### config.mk
export PLATFORM = sky130hd
export DESIGN_NAME = input_cond_flat
export DESIGN_NICKNAME = d
export VERILOG_FILES = /design/src/rtl/input_cond_if.sv /design/src/rtl/input_cond.sv /design/src/flat_wrapper.sv
export SDC_FILE = /design/constraint.sdc
export NUM_CORES = 1
export LEC_CHECK = 0
export ABC_CLOCK_PERIOD_IN_PS = 4220
export CAP_MARGIN = 20
export CORE_ASPECT_RATIO = 0.6
export CORE_MARGIN = 5
export CORE_UTILIZATION = 60
export CTS_BUF_LIST = sky130_fd_sc_hd__clkbuf_8
export DETAILED_ROUTE_END_ITERATION = 10
export PLACE_DENSITY = 0.84
export SYNTH_ARGS = -nofsm -noshare
export SYNTH_HDL_FRONTEND = slang
export SYNTH_SLANG_ARGS = --single-unit
### constraint.sdc
create_clock -name clk -period 4.22 [get_ports clk]
set_clock_uncertainty 0.2 [all_clocks]
set_input_delay 1.266 -clock clk [delete_from_list [all_inputs] [get_ports clk]]
set_output_delay 1.266 -clock clk [all_outputs]
set_load 0.02 [all_outputs]
### src/rtl/input_cond_if.sv
// Bundles the per-channel inputs and conditioned outputs of input_cond.
//   en        : pulse enable from the controller
//   din       : raw asynchronous switch/button inputs
//   level     : debounced levels
//   pulse     : one-cycle edge/repeat pulses
//   any_pulse : OR of pulse
interface input_cond_if #(
  parameter int unsigned N = 8
);
  logic         en;
  logic [N-1:0] din;
  logic [N-1:0] level;
  logic [N-1:0] pulse;
  logic         any_pulse;

  modport master (output en, output din, input level, input pulse, input any_pulse);
  modport slave  (input en, input din, output level, output pulse, output any_pulse);
endinterface

### src/rtl/input_cond.sv
// Multi-channel input conditioner: per channel synchronise, debounce and emit
// a one-cycle pulse on the selected edge, with optional auto-repeat while held.
//   clk  : system clock
//   rstn : asynchronous active-low reset
//   bus  : slave side of input_cond_if (en, din in; level, pulse, any_pulse out)
module input_cond #(
  parameter int unsigned N             = 8,
  parameter int unsigned SYNC_STAGES   = 2,
  parameter int unsigned DB_CYCLES     = 16,
  parameter int unsigned MODE          = 0,
  parameter int unsigned REPEAT_DELAY  = 0,
  parameter int unsigned REPEAT_PERIOD = 0
) (
  input  logic          clk,
  input  logic          rstn,
  input_cond_if.slave   bus
);

  localparam int unsigned CW   = $clog2(DB_CYCLES + 1);
  localparam int unsigned RMAX = (REPEAT_DELAY > REPEAT_PERIOD) ? REPEAT_DELAY : REPEAT_PERIOD;
  localparam int unsigned RW   = (RMAX < 1) ? 1 : $clog2(RMAX + 1);
  // Level at which the channel counts as "held" for auto-repeat
  localparam logic        ACT  = (MODE != 1);

  logic [SYNC_STAGES-1:0][N-1:0] sync_q, sync_d;
  logic [N-1:0]                  level_q, level_d;
  logic [N-1:0]                  pulse_q, pulse_d;
  logic [N-1:0]                  arm_q, arm_d;
  logic [N-1:0]                  rep_q, rep_d;
  logic [N-1:0]                  edge_hit;
  logic [CW-1:0]                 cnt_q [N];
  logic [CW-1:0]                 cnt_d [N];
  logic [RW-1:0]                 rcnt_q [N];
  logic [RW-1:0]                 rcnt_d [N];

  // Next-state logic for synchroniser, debounce, edge detect and repeat
  always_comb begin
    sync_d   = {sync_q[SYNC_STAGES-2:0], bus.din};
    level_d  = level_q;
    pulse_d  = '0;
    arm_d    = '0;
    rep_d    = '0;
    edge_hit = '0;
    for (int i = 0; i < N; i++) begin
      cnt_d[i]  = cnt_q[i];
      rcnt_d[i] = '0;

      // Debounce: level follows sync only after DB_CYCLES of steady mismatch
      if (sync_q[SYNC_STAGES-1][i] == level_q[i]) begin
        cnt_d[i] = '0;
      end else if (cnt_q[i] == CW'(DB_CYCLES - 1)) begin
        level_d[i] = sync_q[SYNC_STAGES-1][i];
        cnt_d[i]   = '0;
      end else begin
        cnt_d[i] = cnt_q[i] + CW'(1);
      end

      edge_hit[i] = (level_d[i] != level_q[i]) &&
                    ((MODE == 2) || (level_d[i] == (MODE == 0)));

      // Armed only after a real transition into the active level, so a
      // channel resting at the active level out of reset never repeats
      arm_d[i] = (level_d[i] == ACT) && (arm_q[i] || (level_q[i] != ACT));

      if (bus.en) begin
        if (edge_hit[i]) begin
          pulse_d[i] = 1'b1;
        end else if ((REPEAT_DELAY > 0) && arm_q[i] &&
                     (level_q[i] == ACT) && (level_d[i] == ACT)) begin
          if (!rep_q[i]) begin
            // Initial delay phase
            if (rcnt_q[i] == RW'(REPEAT_DELAY - 1)) begin
              pulse_d[i] = 1'b1;
              rep_d[i]   = 1'b1;
            end else begin
              rcnt_d[i] = rcnt_q[i] + RW'(1);
            end
          end else begin
            // Periodic phase; with no period the counter parks at zero
            rep_d[i] = 1'b1;
            if (REPEAT_PERIOD > 0) begin
              if (rcnt_q[i] == RW'(REPEAT_PERIOD - 1)) begin
                pulse_d[i] = 1'b1;
              end else begin
                rcnt_d[i] = rcnt_q[i] + RW'(1);
              end
            end
          end
        end
      end
    end
  end

  // State registers
  always_ff @(posedge clk or negedge rstn) begin
    if (!rstn) begin
      sync_q  <= '0;
      level_q <= '0;
      pulse_q <= '0;
      arm_q   <= '0;
      rep_q   <= '0;
      for (int i = 0; i < N; i++) begin
        cnt_q[i]  <= '0;
        rcnt_q[i] <= '0;
      end
    end else begin
      sync_q  <= sync_d;
      level_q <= level_d;
      pulse_q <= pulse_d;
      arm_q   <= arm_d;
      rep_q   <= rep_d;
      for (int i = 0; i < N; i++) begin
        cnt_q[i]  <= cnt_d[i];
        rcnt_q[i] <= rcnt_d[i];
      end
    end
  end

  assign bus.level     = level_q;
  assign bus.pulse     = pulse_q;
  assign bus.any_pulse = |pulse_q;

endmodule

### src/flat_wrapper.sv
// flat-port wrapper written by rule: the top's interface ports become plain ports
module input_cond_flat 
#(
  parameter int unsigned N             = 8,
  parameter int unsigned SYNC_STAGES   = 2,
  parameter int unsigned DB_CYCLES     = 16,
  parameter int unsigned MODE          = 0,
  parameter int unsigned REPEAT_DELAY  = 0,
  parameter int unsigned REPEAT_PERIOD = 0
)
  (clk, rstn, bus_en, bus_din, bus_level, bus_pulse, bus_any_pulse);
  input_cond_if #(.N(N)) bus_i ();
  input  logic clk;
  input  logic rstn;
  input wire logic [$bits(bus_i.en)-1:0] bus_en;
  input wire logic [$bits(bus_i.din)-1:0] bus_din;
  output wire logic [$bits(bus_i.level)-1:0] bus_level;
  output wire logic [$bits(bus_i.pulse)-1:0] bus_pulse;
  output wire logic [$bits(bus_i.any_pulse)-1:0] bus_any_pulse;
  assign bus_i.en = bus_en;
  assign bus_i.din = bus_din;
  assign bus_level = bus_i.level;
  assign bus_pulse = bus_i.pulse;
  assign bus_any_pulse = bus_i.any_pulse;
  input_cond #(.N(N), .SYNC_STAGES(SYNC_STAGES), .DB_CYCLES(DB_CYCLES), .MODE(MODE), .REPEAT_DELAY(REPEAT_DELAY), .REPEAT_PERIOD(REPEAT_PERIOD)) u_core (.clk(clk), .rstn(rstn), .bus(bus_i));
endmodule
# Yosys cells after proc, flatten, opt, wreduce, memory -nomap -nowiden
# Cells that the tools add are included.
# totals
reg_bits,72
input_bits,11
elab_cells,101
# classes
addsub,8
n_eq_ne,24
mux,48
reduce_logical,9
# op_table
operator,n
2-to-1 mux 5 bit,16
adder 5 x 1 -> 5 bit (second input constant),8
== test 5 x 4 -> 1 bit (second input constant),8
2-to-1 mux 1 bit,32
== test 1 bit,8
logical AND 1 bit,8
!= test 1 bit,8
OR reduction 8 bit,1

# Logic depth before layout (Yosys ltp)
# logic_depth
ltp_word,7
depth_mapped,4
mapped_depth_nobuf,4

# Least setup slack after synthesis
# OpenSTA, ideal clock, no wires.
# synth_path
path_kind,flip-flop to output port
startpoint,"register u_core.pulse_q[1], in the netlist u_core.bus.pulse[1]"
endpoint,output port bus_any_pulse
t_arrival_ns,0.889
t_required_ns,2.754
setup_slack_ns,1.865
stages_incl_launch_ff,3
n_path_buf,0
cell_sequence,dfrtp_1 nor4_1 nand2_1
# synth_between
elab_chain_cells,1
# synth_rtl
element,line,text
"start, declared",input_cond.sv:27,"logic [N-1:0] pulse_q, pulse_d;"
"start signal, assigned",input_cond.sv:109,pulse_q <= pulse_d;
OR reduction 8 bit,input_cond.sv:121,assign bus.any_pulse = |pulse_q;
"end, declared",flat_wrapper.sv:19,output wire logic [$bits(bus_i.any_pulse)-1:0] bus_any_pulse;
# No other way between the ends.

# Worst setup path after layout
# layout_path
startpoint,"register u_core.pulse_q[4], in the netlist u_core.bus.pulse[4]"
endpoint,output port bus_any_pulse
# The elaborated chain is that of the path after synthesis.

==> reports/qor.csv <==
metric;value;unit
status;complete, no violations;
min_delay_worst_endpoint;u_core.sync_q[8];
cts.sinks;72;
rows;19;
worst_pin_slew;0.9222;ns
p_leak;0.001653;uW
hold_path_class;register to register;
fillers;318;
fp.dieH;62.13;um
endpoint_kind;output pin;
synth_seq_cells;72;
syn_inst;209;
clock.fmax;316.5;MHz
clkSlewWorstSetupHoldPaths;0.07;ns
preCtsSetupSlack;1.387;ns
ctsHoldBuffers;0;
finalHoldViolCount;0;
dominantRegCellSynth;dfrtp_1;
finalNetCount;267;
timing.hold.ws;0.1452;ns
ff2ff_path_depth;4;
vias;1626;
period_needed;3.159;ns
regArea;1802;sq um
r2r_end;u_core.bus.level[5];
finalWorstSetupSlack;1.061;ns
grt_max_degree;45;
die_x;96.89;um
yosysMostFrequentCell;dfrtp_1;
fin_setup_tns;0;ns
ys_async_sr_fraction;100.0;%
cts_buffers;9;
startpoint_type;register;
yosys.area.top_type_share;66.30;%
cts_setup_buffers;0;
min_from;u_core.sync_d[8];
first_pass_iters;4;
avgSynthCellArea;13.00;sq um
grt_pass1_wl;8.162;mm
routed_wl;4.514;mm
drv_cap;0;
rr_startpoint;u_core.cnt_q[10];
syn_area;2718;sq um
synth.area.top_cells;dfrtp_1 66%, xor2_1 7.7%, nor2_1 4.0%;
drtIter0Drc;54;
cts_tree;built;
setup_viol;0;
dp_hpwl;3.237;mm
required;2.75;ns
initial_core_util;60.81;%
antenna_found_initial;0;
die-area;6019;sq um
via_per_inst;5.195;
peakVddDrop;0.2477;mV
r2r_setup_slack;2.72;ns
gr-total-overflow;0;
synth_fp_nets;228;
period_share;74.86;%
ant_nets;0;
io-pin-count;28;
synth_area_leader_cell;dfrtp_1;
synth_edf_count;0;
core;4469;sq um
grt_usage;17.60;%
path_max_fanout;2;
portBuffers;27;
synthTopCellsByCount;72 x dfrtp_1, 29 x nor2_1, 24 x xor2_1, 10 x nor4_1, 9 x nand2_1;
htree_levels;3;
slew_headroom;38.52;%
ys_seq_area_share;66.30;%
gp_congestion;0.7487;
drc_errors;0;
grt_pass1_vias;1752;
drv_slew;0;
cp.arrival;1.69;ns
areaGrowthSynthToFinish;19.61;%
min_path_cells;0;
drive_above_1_share;12.00;%
powerDensity;397.5;nW/um^2
clock_latency;0.34;ns
clockBufferDepth;2;
root_buffer;clkbuf_8;
cts_resized;0;
synth_cell_types;15;
multi_input_area;892.1;sq um
rsz0062_at_grt;false;
wl_per_cell;14.42;um
criticalPathCategory;register to output pin;
n_antenna_cell;0;
yosysWarnings;0;
[how the worst max path moves through the flow]
stage,startpoint,to,slack [ns]
floorplan,u_core.bus.pulse[1],bus_any_pulse,1.87
global placement,u_core.bus.pulse[5],bus_any_pulse,1.41
detailed placement,u_core.bus.pulse[4],bus_any_pulse,1.39
CTS,u_core.bus.pulse[4],bus_any_pulse,0.98
global route,u_core.bus.pulse[5],bus_any_pulse,0.90
finish,u_core.bus.pulse[4],bus_any_pulse,1.06
[power by group]
group          internal, uW  total, uW  leakage (uW)  switching (uW)
logic                  30.1       67.9      0.000611            37.7
clock network           268        488     0.0000935             220
registers               717        737      0.000948            19.8
total                  1010       1290       0.00165             277
[metrics by stage]
stage / total power, uW / cell area [sq um] / instances / util [%]
3_3_place_gp: 812.9 / 3072 / 300 / 68.73
4_1_cts: 1305 / 3251 / 313 / 72.73
3_5_place_dp: 817.4 / 3072 / 300 / 68.73
5_1_grt: 1353 / 3251 / 313 / 72.73
2_1_floorplan: 781.3 / 2718 / 209 / -
6_report: 1292 / 3251 / 313 / 72.73
[layer usage]
layer / vias to the layer above / share of wire (%) / global-route usage [%]
met4: 0 / 1.2 / 9.107
met2: 30 / 46 / 27.32
met1: 805 / 47 / 21.53
li1: 785 / - / -
met5: - / 0 / 0
met3: 6 / 5.3 / 6.823
[critical path, cell delays in order, from the launching register on]
cell	delay [ns]
dfrtp_1	0.39
nor4_1	0.34
nand2_1	0.09
clkdlybuf4s50_1	0.54
[logic make-up after synthesis]
family,Yosys count,synth area share (%)
AO/OA/AOI/OAI,8,1.473
XOR/XNOR,24,7.735
adder cells (fa/ha/maj),8,3.683
buffers and inverters,6,0.8747
flip-flops,72,66.30
multiplexers,8,3.315
AND/OR/NAND/NOR,83,16.62
[layout by cell type (no fill, tap or decap), drive strengths merged]
cell	netlist	final
dfrtp	72	72
nor2	29	29
clkdlybuf4s50	0	26
xor2	24	24
nand3	16	16
clkbuf	0	13
and2	11	11
nor4	10	10
nand2	9	9
o21ai	8	8
mux2	8	8
and3	8	8
ha	8	8
inv	5	5
buf	1	3
[area by class of cell]
cell class / instances / share of cell area, %
Sequential cell: 72 / 55.43
Multi-Input combinational cell: 131 / 27.44
Timing Repair Buffer: 29 / 8.622
Clock buffer: 13 / 5.504
Tap cell: 63 / 2.425
Inverter: 5 / 0.5774
[state kept, by name (all words and copies together) (netlist names)]
name / flops
u_core.bus.level: 8
u_core.sync_q: 8
u_core.bus.pulse: 8
u_core.sync_d: 8
u_core.cnt_q: 40
(Power assumes the default switching activity.)
